$ cat src/rtl/mux_nto1_rr.sv
// mux_nto1_rr: N-to-1 registered multiplexer with a one-word output register.
// Grants channels round-robin, starting the search after the last granted channel.
// Define MUX_NTO1_FIXED_PRIO_EN for fixed priority instead: the lowest requesting
// index wins and no round-robin pointer is kept. The interface is the same in both builds.
//
// Ports:
//   clk       - clock, rising edge
//   rst       - asynchronous active-high reset
//   in_valid  - per-channel request, bit i = channel i
//   in_data   - channel data, channel i at [i*W +: W]
//   in_ready  - per-channel accept (combinational), at most one bit high
//   out_valid - output register holds a word
//   out_data  - selected word (registered)
//   out_ch    - index of the channel that supplied out_data (registered)
//   out_ready - downstream accept
module mux_nto1_rr #(
    parameter int unsigned N = 4,
    parameter int unsigned W = 8,
    localparam int unsigned CW = (N > 2) ? $clog2(N) : 1
) (
    input  logic            clk,
    input  logic            rst,
    input  logic [N-1:0]    in_valid,
    input  logic [N*W-1:0]  in_data,
    output logic [N-1:0]    in_ready,
    output logic            out_valid,
    output logic [W-1:0]    out_data,
    output logic [CW-1:0]   out_ch,
    input  logic            out_ready
);

    typedef enum logic {
        EMPTY = 1'b0,
        FULL  = 1'b1
    } state_e;

    state_e          state_q, state_d;
    logic [W-1:0]    data_q, data_d;
    logic [CW-1:0]   ch_q, ch_d;
`ifndef MUX_NTO1_FIXED_PRIO_EN
    logic [CW-1:0]   last_q, last_d;
    int unsigned     cand;
`endif

    logic            gnt_found;
    int unsigned     gnt_idx;
    logic            can_load;
    logic            xfer;

    // Grant search over requesting channels
    always_comb begin
        gnt_found = 1'b0;
        gnt_idx   = 0;
`ifdef MUX_NTO1_FIXED_PRIO_EN
        for (int unsigned i = 0; i < N; i++) begin
            if (!gnt_found && in_valid[i]) begin
                gnt_found = 1'b1;
                gnt_idx   = i;
            end
        end
`else
        cand = 0;
        // Offsets 1..N from last, so last itself is searched at the very end
        for (int unsigned k = 1; k <= N; k++) begin
            cand = 32'(last_q) + k;
            if (cand >= N) begin
                cand = cand - N;
            end
            if (!gnt_found && in_valid[cand]) begin
                gnt_found = 1'b1;
                gnt_idx   = cand;
            end
        end
`endif
    end

    // Load permission and transfer; reset blocks any accept
    always_comb begin
        can_load = (state_q == EMPTY) || out_ready;
        xfer     = gnt_found && can_load && !rst;
    end

    // FSM state register
    always_ff @(posedge clk or posedge rst) begin
        if (rst) begin
            state_q <= EMPTY;
        end else begin
            state_q <= state_d;
        end
    end

    // FSM next-state
    always_comb begin
        state_d = state_q;
        case (state_q)
            EMPTY: begin
                if (xfer) begin
                    state_d = FULL;
                end
            end
            FULL: begin
                if (xfer) begin
                    state_d = FULL;
                end else if (out_ready) begin
                    state_d = EMPTY;
                end
            end
            default: state_d = EMPTY;
        endcase
    end

    // FSM outputs
    always_comb begin
        in_ready  = '0;
        out_valid = (state_q == FULL);
        if (xfer) begin
            in_ready[gnt_idx] = 1'b1;
        end
    end

    // Datapath next values: capture on transfer, hold otherwise
    always_comb begin
        data_d = data_q;
        ch_d   = ch_q;
`ifndef MUX_NTO1_FIXED_PRIO_EN
        last_d = last_q;
`endif
        if (xfer) begin
            data_d = in_data[gnt_idx*W +: W];
            ch_d   = CW'(gnt_idx);
`ifndef MUX_NTO1_FIXED_PRIO_EN
            last_d = CW'(gnt_idx);
`endif
        end
    end

    // Datapath registers; last resets to N-1 so channel 0 is searched first
    always_ff @(posedge clk or posedge rst) begin
        if (rst) begin
            data_q <= '0;
            ch_q   <= '0;
`ifndef MUX_NTO1_FIXED_PRIO_EN
            last_q <= CW'(N - 1);
`endif
        end else begin
            data_q <= data_d;
            ch_q   <= ch_d;
`ifndef MUX_NTO1_FIXED_PRIO_EN
            last_q <= last_d;
`endif
        end
    end

    assign out_data = data_q;
    assign out_ch   = ch_q;

endmodule

$ cat config.mk
export PLATFORM = sky130hd
export DESIGN_NAME = mux_nto1_rr
export DESIGN_NICKNAME = d
export VERILOG_FILES = /design/src/rtl/mux_nto1_rr.sv
export SDC_FILE = /design/constraint.sdc
export NUM_CORES = 1
export LEC_CHECK = 0
export CAP_MARGIN = 10
export CORE_MARGIN = 5
export CORE_UTILIZATION = 38
export DETAILED_ROUTE_END_ITERATION = 7
export PLACE_DENSITY_LB_ADDON = 0.2
export SYNTH_ARGS = -nofsm -noshare
export SYNTH_HDL_FRONTEND = slang
export SYNTH_SLANG_ARGS = --single-unit
export TNS_END_PERCENT = 1
$ cat constraint.sdc
create_clock -name clk -period 5.1 [get_ports clk]
set_clock_uncertainty 0.2 [all_clocks]
set_input_delay 1.275 -clock clk [delete_from_list [all_inputs] [get_ports clk]]
set_output_delay 1.275 -clock clk [all_outputs]
set_load 0.005 [all_outputs]
Word level (Yosys, flattened, before mapping)
Cells that the tools add are included.
{ "word_totals": {"inputBits": 39, "ff_bits": 13, "elab_cells": 62} }
{ "op_classes": {"n_addsub": 8, "magnitude_cmp": 10, "shifts": 1, "bitwise": 1, "muxes": 27, "n_reduce_logical": 11} }
{ "ops": {"columns": ["operator", "count"], "rows": [
  ["32-bit two-way mux", 8],
  ["32-bit by 3-bit less-than comparator with 1-bit output, second input constant", 5],
  ["32-bit by 33-bit indexed part select with 8-bit output", 1],
  ["32-bit by 1-bit >= comparator with 1-bit output, second input constant", 1],
  ["1-bit two-way mux", 12],
  ["3-bit by 3-bit subtractor with 4-bit output, second input constant", 3],
  ["3-bit >= comparator, second input constant", 3],
  ["1-bit binary-select mux with 2-bit select", 4],
  ["2-bit by 2-bit adder with 3-bit output, second input constant", 2],
  ["1-bit logical AND", 6],
  ["4-bit by 3-bit subtractor with 5-bit output, second input constant", 1],
  ["2-bit by 3-bit adder with 4-bit output, second input constant", 1],
  ["4-bit by 3-bit >= comparator with 1-bit output, second input constant", 1],
  ["1-bit logical NOT", 4],
  ["4-bit two-way mux", 1],
  ["2-bit by 1-bit adder with 3-bit output, second input constant", 1],
  ["1-bit demux with 2-bit select", 1],
  ["1-bit case mux with 2 select lines", 1],
  ["1-bit logical OR", 1],
  ["1-bit NOT", 1]
]} }

Logic depth before layout (Yosys ltp)
Gate-level depths: netlist of the first run.
{ "logic_depth": {"ltp_word": 20, "depth_mapped": 10} }

Least setup slack after synthesis of the first run
Ideal clock, no wire load.
{ "synth_path": {"kind": "in2out", "from": "input port in_valid[3]", "to": "output port in_ready[2]", "required_time_ns": 3.625, "stages": 5, "path_slack_ns": 0.982, "arrival_time_ns": 2.643, "cell_sequence": "or4b_2 -> a21oi_1 -> a211o_1 -> nand3_2 -> nor2_1"} }
{ "synth_via": {"elab_chain_len": 17, "elab_cells_between_ends": 30, "classes_between": "order compare (2); mux (19); reduce/logical (9)"} }
{ "synth_lines": {"columns": ["element", "line", "rtl"], "rows": [
  ["start, declared", "23", "input logic [N-1:0] in_valid,"],
  ["1-bit binary-select mux with 2-bit select", "69", "if (!gnt_found && in_valid[cand]) begin"],
  ["1-bit two-way mux (not written as such)", "69", null],
  ["1-bit two-way mux", "69", null],
  ["1-bit logical NOT", "69", null],
  ["1-bit logical AND", "69", null],
  ["1-bit two-way mux", "69", null],
  ["1-bit logical NOT", "69", null],
  ["1-bit logical AND", "69", null],
  ["1-bit two-way mux", "69", null],
  ["1-bit logical NOT", "69", null],
  ["1-bit logical AND", "69", null],
  ["32-bit two-way mux", "69", null],
  ["32-bit by 1-bit >= comparator with 1-bit output (not written as such) or 32-bit by 3-bit less-than comparator with 1-bit output (tied branches)", "117", "in_ready[gnt_idx] = 1'b1;"],
  ["1-bit logical AND (not written as such)", "117", null],
  ["1-bit two-way mux (not written as such)", "117", null],
  ["1-bit demux with 2-bit select", "117", null],
  ["4-bit two-way mux (*)", "116", "if (xfer) begin"],
  ["end, declared", "25", "output logic [N-1:0] in_ready,"]
]} }
Mark *: on every way between the ends. The rest lies on a longest branch, timed or not. The select of a mux whose other input is x is not followed.

Final worst setup path of the first run
{ "layout_path": {"from": "input port in_valid[2]", "to": "output port in_ready[2]"} }
Same word-level chain as after synthesis.

==> reports/results.ini, run 1 <==
[clocking]
clock_tree.root_cell=clkbuf_4
cts.sinks=13
max_clock_buf_depth=2
cts_setup_buffers=0
clk_latency_ps=270
cts.clk_slew.worst_paths_ps=80
htree_levels=1
cts_tree=built
number_of_buffers_created_by_cts=3

[setup_path]
critical_path_class=input pin to output pin
regToRegSetupSlack_ps=2070
reg2reg_depth=9
worstSetupStartpoint=in_valid[2]
critical_register_to_register_path_endpoint=out_data[6]$_DFFE_PP0P_
cp_num_cells=7
timing.critical_path.slowest_cell_delay_ps=610
critical_path_required_ps=3620
timing.critical_path.to_type=output pin
crit_buf_inv=2
worstSetupStartpointType=input pin
worst_path_max_delay_cell=or4b_2
timing.rr.start=last_q[0]$_DFFE_PP1P_
crit_fanout=11
cp_cell_sequence=dlymetal6s2s_1 > or4b_2 > a21oi_1 > a211o_1 > nand3_2 > nor2_1 > clkdlybuf4s50_1
cp-endpoint=in_ready[2]
arrival_ps=3250
critical-path-top-delay-family=simple AND/OR/NAND/NOR gates

[finish]
area_growth_syn_to_layout_pct=54.0
most-common-layout-cells=clkdlybuf4s50_1, mux2i_1, dfrtp_1
number_of_diodes_added_for_antenna_fixing=0
layout.nets=205
final_common_cell=clkdlybuf4s50_1
layout.cell_area.non_filler_mm2=0.00174
drive_above_1_share_pct=18.5

[synthesis]
avg_synthesized_cell_area_um2=10.6
synthesis.area_mm2=0.00113
synth.ff_latch_count=13
synth_sequential_area_ratio_pct=29.0
ys_top_cells_by_area=dfrtp_1, mux2i_1, o221ai_2
ys_warn_count=0
synthFlopType=dfrtp_1
synth_largest_type_area_fraction_pct=24.4
synth-edff-count=0
postSynthCellCount=106
synthesis.nets=148
biggest_area_consumer_among_synthesized_cells=dfrtp_1
ys_async_sr_fraction_pct=100
synth_cell_type_count=39

[floorplan]
pin_count=54
rows=19
coreArea_mm2=0.00281
die-area_mm2=0.00416
dieHeight_um=64.5
chipWidth_um=64.5
initial_utilization_pct=40.2

[routing]
drc=0
vias=1064
route.final.wire_length_mm=3.27
final_antenna_net_count=0
vias_per_cell=5.51
drtIter0Drc=19
drt_first_pass_iters=4
post_drt_wl_per_cell_um=17.0

[worst_hold_path]
holdCritStartpoint=out_data[2]$_DFFE_PP0P_
min_path_type=register to register

[timing]
rsz0062_at_grt=false
worst_pin_slew_ps=428
final-max-slew-violation-count=0
report.final.hold_viol_count=0
layout_worst_path_cycle_share_pct=92.6
max_clock_freq_mhz=212
postLayoutSetupSlackWorst_ps=379
slew-limit-headroom_pct=71.1
timing.final.crit_period_ps=4720
fin_setup_tns_ps=0
setup_viol_count_final=0

[grt]
grt_usage_pct=16.2
grt_first_pass_wirelength_mm=5.36
grt_max_degree=16
grt_pass1_vias=1129
grt_antenna_before_repair=0
gr-total-overflow=0

[power]
clockPowerShare_pct=7.0
total_leakage_power_nw=0.747
sequentialPowerShare_pct=22.2
power.internal_mw=0.540
worst_ir_drop_vdd_v=0.000319
p_per_area_mw_per_mm2=521
sw_frac_of_total_pct=40.4
power.total_mw=0.905
combinational_fraction_of_design_power_pct=70.8
total_switching_power_mw=0.365

[place]
dp.final_hpwl_mm=2.61
port_buffers=53
post-place-ws_ps=-1.38
dpl-instance-area_mm2=0.00169
gp_congestion=0.876

[run]
number_of_max_capacitance_violations_reported=0

[status]
outcome=complete, no violations

## through the flow
stage	hold WS [ps]	utilization (%)	cells
finish	298	62.0	193
global route	331	62.0	193
CTS	305	61.1	193
floorplan	284	-	106
detailed placement	284	60.1	189
global placement	270	60.1	189
## power by group through the flow
stage | Sequential [mW] | Combinational [mW] | Clock (mW)
2_1_floorplan | 0.190 | 0.441 | 0
3_3_place_gp | 0.202 | 0.611 | 0
3_5_place_dp | 0.203 | 0.627 | 0
4_1_cts | 0.201 | 0.631 | 0.0658
5_1_grt | 0.214 | 0.696 | 0.0706
6_report | 0.201 | 0.641 | 0.0634
## cells by family after synthesis
| logic type | count (synthesis) | synth area share [%] |
|---|---|---|
| simple gates | 30 | 14.0 |
| buf+inv | 15 | 8.31 |
| mux | 22 | 23.6 |
| flops | 13 | 29.0 |
| fa+ha+maj | 3 | 3.33 |
| compound gates | 23 | 21.7 |
## worst min-delay path, delay by kind of cell (launching register included)
| family | cells | cell delay, ps |
|---|---|---|
| AOI/OAI and AO/OA | 1 | 60 |
| DFF | 1 | 350 |
| and+or+nand+nor | 1 | 60 |
## synthesized netlist by cell type, types with 3 or more instances
library cell,number
o221ai_2,8
nand2_1,10
ha_1,3
inv_1,6
nand2b_1,3
buf_2,3
buf_6,4
mux2i_1,18
nor2_1,7
dfrtp_1,11
## cell type report
| type | count | area (um2) |
|---|---|---|
| Fill cell | 239 | 1070 |
| Multi-Input combinational cell | 78 | 718 |
| Timing Repair Buffer | 61 | 604 |
| Sequential cell | 13 | 328 |
| Tap cell | 31 | 38.8 |
| Clock buffer | 4 | 26.3 |
| Inverter | 6 | 22.5 |
## worst min-delay path by stage
stage	depth (start not counted)	slack, ps	to
6_report	2	300	out_data[2]$_DFFE_PP0P_
5_1_grt	2	330	out_data[7]$_DFFE_PP0P_
4_1_cts	2	310	out_data[2]$_DFFE_PP0P_
3_5_place_dp	1	280	out_ch[1]$_DFFE_PP0P_
3_3_place_gp	2	270	out_data[2]$_DFFE_PP0P_
2_1_floorplan	2	280	out_data[0]$_DFFE_PP0P_
## routing by layer
metal	wire length (um)	share of wire [%]	global-route usage, %	vias to the layer above
li1	-	-	-	513
met1	1340	41	18.9	511
met2	1720	53	28.9	36
met3	179	5.5	5.70	4
met4	29	0.89	2.90	0
met5	0	0	0	-
## sequential cells by signal, indices dropped and copies added (netlist names)
| register | flops |
|---|---|
| out_valid | 1 |
| out_data | 8 |
| last_q | 2 |
| out_ch | 2 |
## repair_timing
| action | 4_1_cts | 5_1_grt |
|---|---|---|
| setup endpoints to repair | 0 | 4 |
| hold buffers | 0 | 0 |
| gates resized for setup | 0 | 8 |
Note: power is estimated with default switching activity, not from simulation.
==> run 2: changes to the inputs <==
Settings changed: CORE_UTILIZATION 38 to 37.
Clock period 5.1 ns to 4.1 ns, I/O delays scaled along.
==> run 2 against run 1 <==
Power up 29%; critical endpoint is now in_ready[0]; clock power grew 23%; largest power group unchanged; global-route usage down 1.1 points; sequential power grew 15%; via count increased by 3.9%; highest routed layer unchanged; routed wire length down 2.1%; critical path type unchanged; utilization shrank 0.86 points; worst setup slack worse by 350 ps.
==> reports/results.ini, run 2 (same netlist as run 1, synthesis figures left out) <==
[power]
combinational_fraction_of_design_power_pct=73.4  ; +2.6 points
p_per_area_mw_per_mm2=640  ; +23%
sw_frac_of_total_pct=39.1  ; -1.2 points
worst_ir_drop_vdd_v=0.000328  ; +2.9%
clockPowerShare_pct=6.7  ; -0.3 points
sequentialPowerShare_pct=19.9  ; -2.3 points
total_switching_power_mw=0.456  ; +25%
power.internal_mw=0.709  ; +31%
power.total_mw=1.16  ; +29%
total_leakage_power_nw=0.815  ; +9.1%

[grt]
grt_first_pass_wirelength_mm=5.15  ; -3.9%
gr-total-overflow=0  ; unchanged
grt_antenna_before_repair=0  ; unchanged
grt.met1_usage_pct=17.1  ; -1.7 points
met2_usage_pct=27.1  ; -1.8 points
global_route.peak_usage_layer=met2
grt_max_degree=16  ; unchanged
grt_usage_pct=15.1  ; -1.1 points
grtUsageMet3_pct=3.93  ; -1.8 points
grt_pass1_vias=1152  ; +2.0%

[timing]
slew-limit-headroom_pct=70.6  ; -0.54 points
timing.final.crit_period_ps=4070
setup_viol_count_final=0  ; unchanged
report.final.hold_viol_count=0  ; unchanged
worst_pin_slew_ps=436  ; +8.00 ps
max_clock_freq_mhz=246
rsz0062_at_grt=true
final-max-slew-violation-count=0  ; unchanged
hold_ws_ps=298  ; -0.183 ps
postLayoutSetupSlackWorst_ps=32.1  ; -347 ps
layout_worst_path_cycle_share_pct=99.2

[routing]
drc=0  ; unchanged
vias=1106  ; +3.9%
vias_per_cell=5.32  ; -3.5%
route.final.wire_length_mm=3.20  ; -2.1%
drtIter0Drc=36  ; +17
drt_first_pass_iters=4  ; unchanged
post_drt_wl_per_cell_um=15.4  ; -9.1%
final_antenna_net_count=0  ; unchanged

[clocking]
clock_tree.root_cell=clkbuf_4
htree_levels=1  ; unchanged
max_clock_buf_depth=2  ; unchanged
number_of_buffers_created_by_cts=3  ; unchanged
cts_setup_buffers=0  ; unchanged
cts.sinks=13  ; unchanged
ctsHoldBuffers=0  ; unchanged
clk_latency_ps=270  ; about the same
cts.clk_slew.worst_paths_ps=80  ; about the same
cts_tree=built

[place]
post-place-ws_ps=-437  ; -435 ps
gp_congestion=0.790  ; -9.8%
port_buffers=53  ; unchanged
dp.final_hpwl_mm=2.66  ; +1.9%

[setup_path]
regToRegSetupSlack_ps=1290  ; -780 ps
worstSetupStartpoint=in_valid[3]
critical_register_to_register_path_endpoint=out_data[2]$_DFFE_PP0P_
timing.critical_path.to_type=output pin
reg2reg_depth=11  ; +2
timing.rr.start=last_q[1]$_DFFE_PP1P_
worstSetupStartpointType=input pin
cp-endpoint=in_ready[0]
critical_path_class=input pin to output pin
arrival_ps=2840  ; -410 ps
critical_path_required_ps=2870  ; -750 ps
crit_fanout=5  ; -6

[floorplan]
dieHeight_um=65.2  ; +1.1%
rows=20  ; +1
coreArea_mm2=0.00298  ; +6.2%
pin_count=54  ; unchanged
die-area_mm2=0.00425  ; +2.3%
chipWidth_um=65.2  ; +1.1%
initial_utilization_pct=37.9  ; -2.3 points

[run]
number_of_max_capacitance_violations_reported=0  ; unchanged

[status]
outcome=complete, no violations

[finish]
layout.nets=218  ; +6.3%
drive_above_1_share_pct=24.6  ; +6.1 points
most-common-layout-cells=clkdlybuf4s50_1, buf_4, mux2i_1
largest_reg_flops=8  ; unchanged
number_of_diodes_added_for_antenna_fixing=0  ; unchanged
final_common_cell=clkdlybuf4s50_1
area_growth_syn_to_layout_pct=61.2

[worst_hold_path]
min_path_type=register to register

-- run 2: cell count changes in the layout (fill, tap and decap cells not counted), moves of 3 or more --
cell             previous run  this run
clkdlybuf4s50_1            49        45
dlymetal6s2s_1              4         1
buf_4                       7        21
dlygate4sd2_1               0         6
-- run 2: worst min-delay path by stage --
stage	startpoint	end	slack (ps)	cells past startpoint
floorplan	out_data[0]$_DFFE_PP0P_	out_data[0]$_DFFE_PP0P_	280	2
global placement	out_data[7]$_DFFE_PP0P_	out_data[7]$_DFFE_PP0P_	270	2
detailed placement	out_data[6]$_DFFE_PP0P_	out_data[6]$_DFFE_PP0P_	280	2
CTS	out_data[7]$_DFFE_PP0P_	out_data[7]$_DFFE_PP0P_	300	2
global route	out_data[4]$_DFFE_PP0P_	out_data[4]$_DFFE_PP0P_	330	2
finish	out_data[2]$_DFFE_PP0P_	out_data[2]$_DFFE_PP0P_	300	2
-- run 2: critical path: stages --
cell and delay, ps:
dlygate4sd2_1 280, buf_4 160, mux4_2 480, o221a_1 250
o22ai_2 160, buf_4 160, nor2_1 40, dlygate4sd2_1 270
-- run 2: layer usage --
| layer | up-vias | part of all wire [%] |
|---|---|---|
| met2 | 33 | 53 |
| met4 | 0 | 1.9 |
| met1 | 525 | 40 |
| li1 | 542 | - |
| met5 | - | 0 |
| met3 | 6 | 5.1 |
-- run 2: per-stage QoR --
step | TNS, ps | instance area (um2) | util, % | instances
after floorplan | 0 | 1130 | - | 106
final | 0 | 1820 | 61.1 | 208
after global placement | -1390 | 1790 | 60.0 | 204
after CTS | -161 | 1820 | 61.0 | 208
after global routing | -40.3 | 1820 | 61.1 | 208
after detailed placement | -1670 | 1790 | 60.0 | 204
-- run 2: what timing repair did --
| action | 4_1_cts | 5_1_grt |
|---|---|---|
| pin swaps | 1 | 1 |
| resized for setup | 9 | 2 |
| setup endpoints to repair | 4 | 4 |
-- run 2: cell type report --
cell class / count / area (um2)
Multi-Input combinational cell: 78 / 718
Sequential cell: 13 / 328
Tap cell: 33 / 41.3
Clock buffer: 4 / 26.3
Timing Repair Buffer: 74 / 683
Fill cell: 260 / 1160
Inverter: 6 / 22.5
-- run 2: power by group through the flow --
stage | combinational (mW) | clock [mW] | sequential (mW)
finish | 0.855 | 0.0777 | 0.232
global route | 0.931 | 0.0846 | 0.241
CTS | 0.870 | 0.0812 | 0.233
detailed placement | 0.864 | 0 | 0.234
global placement | 0.847 | 0 | 0.232
floorplan | 0.549 | 0 | 0.237
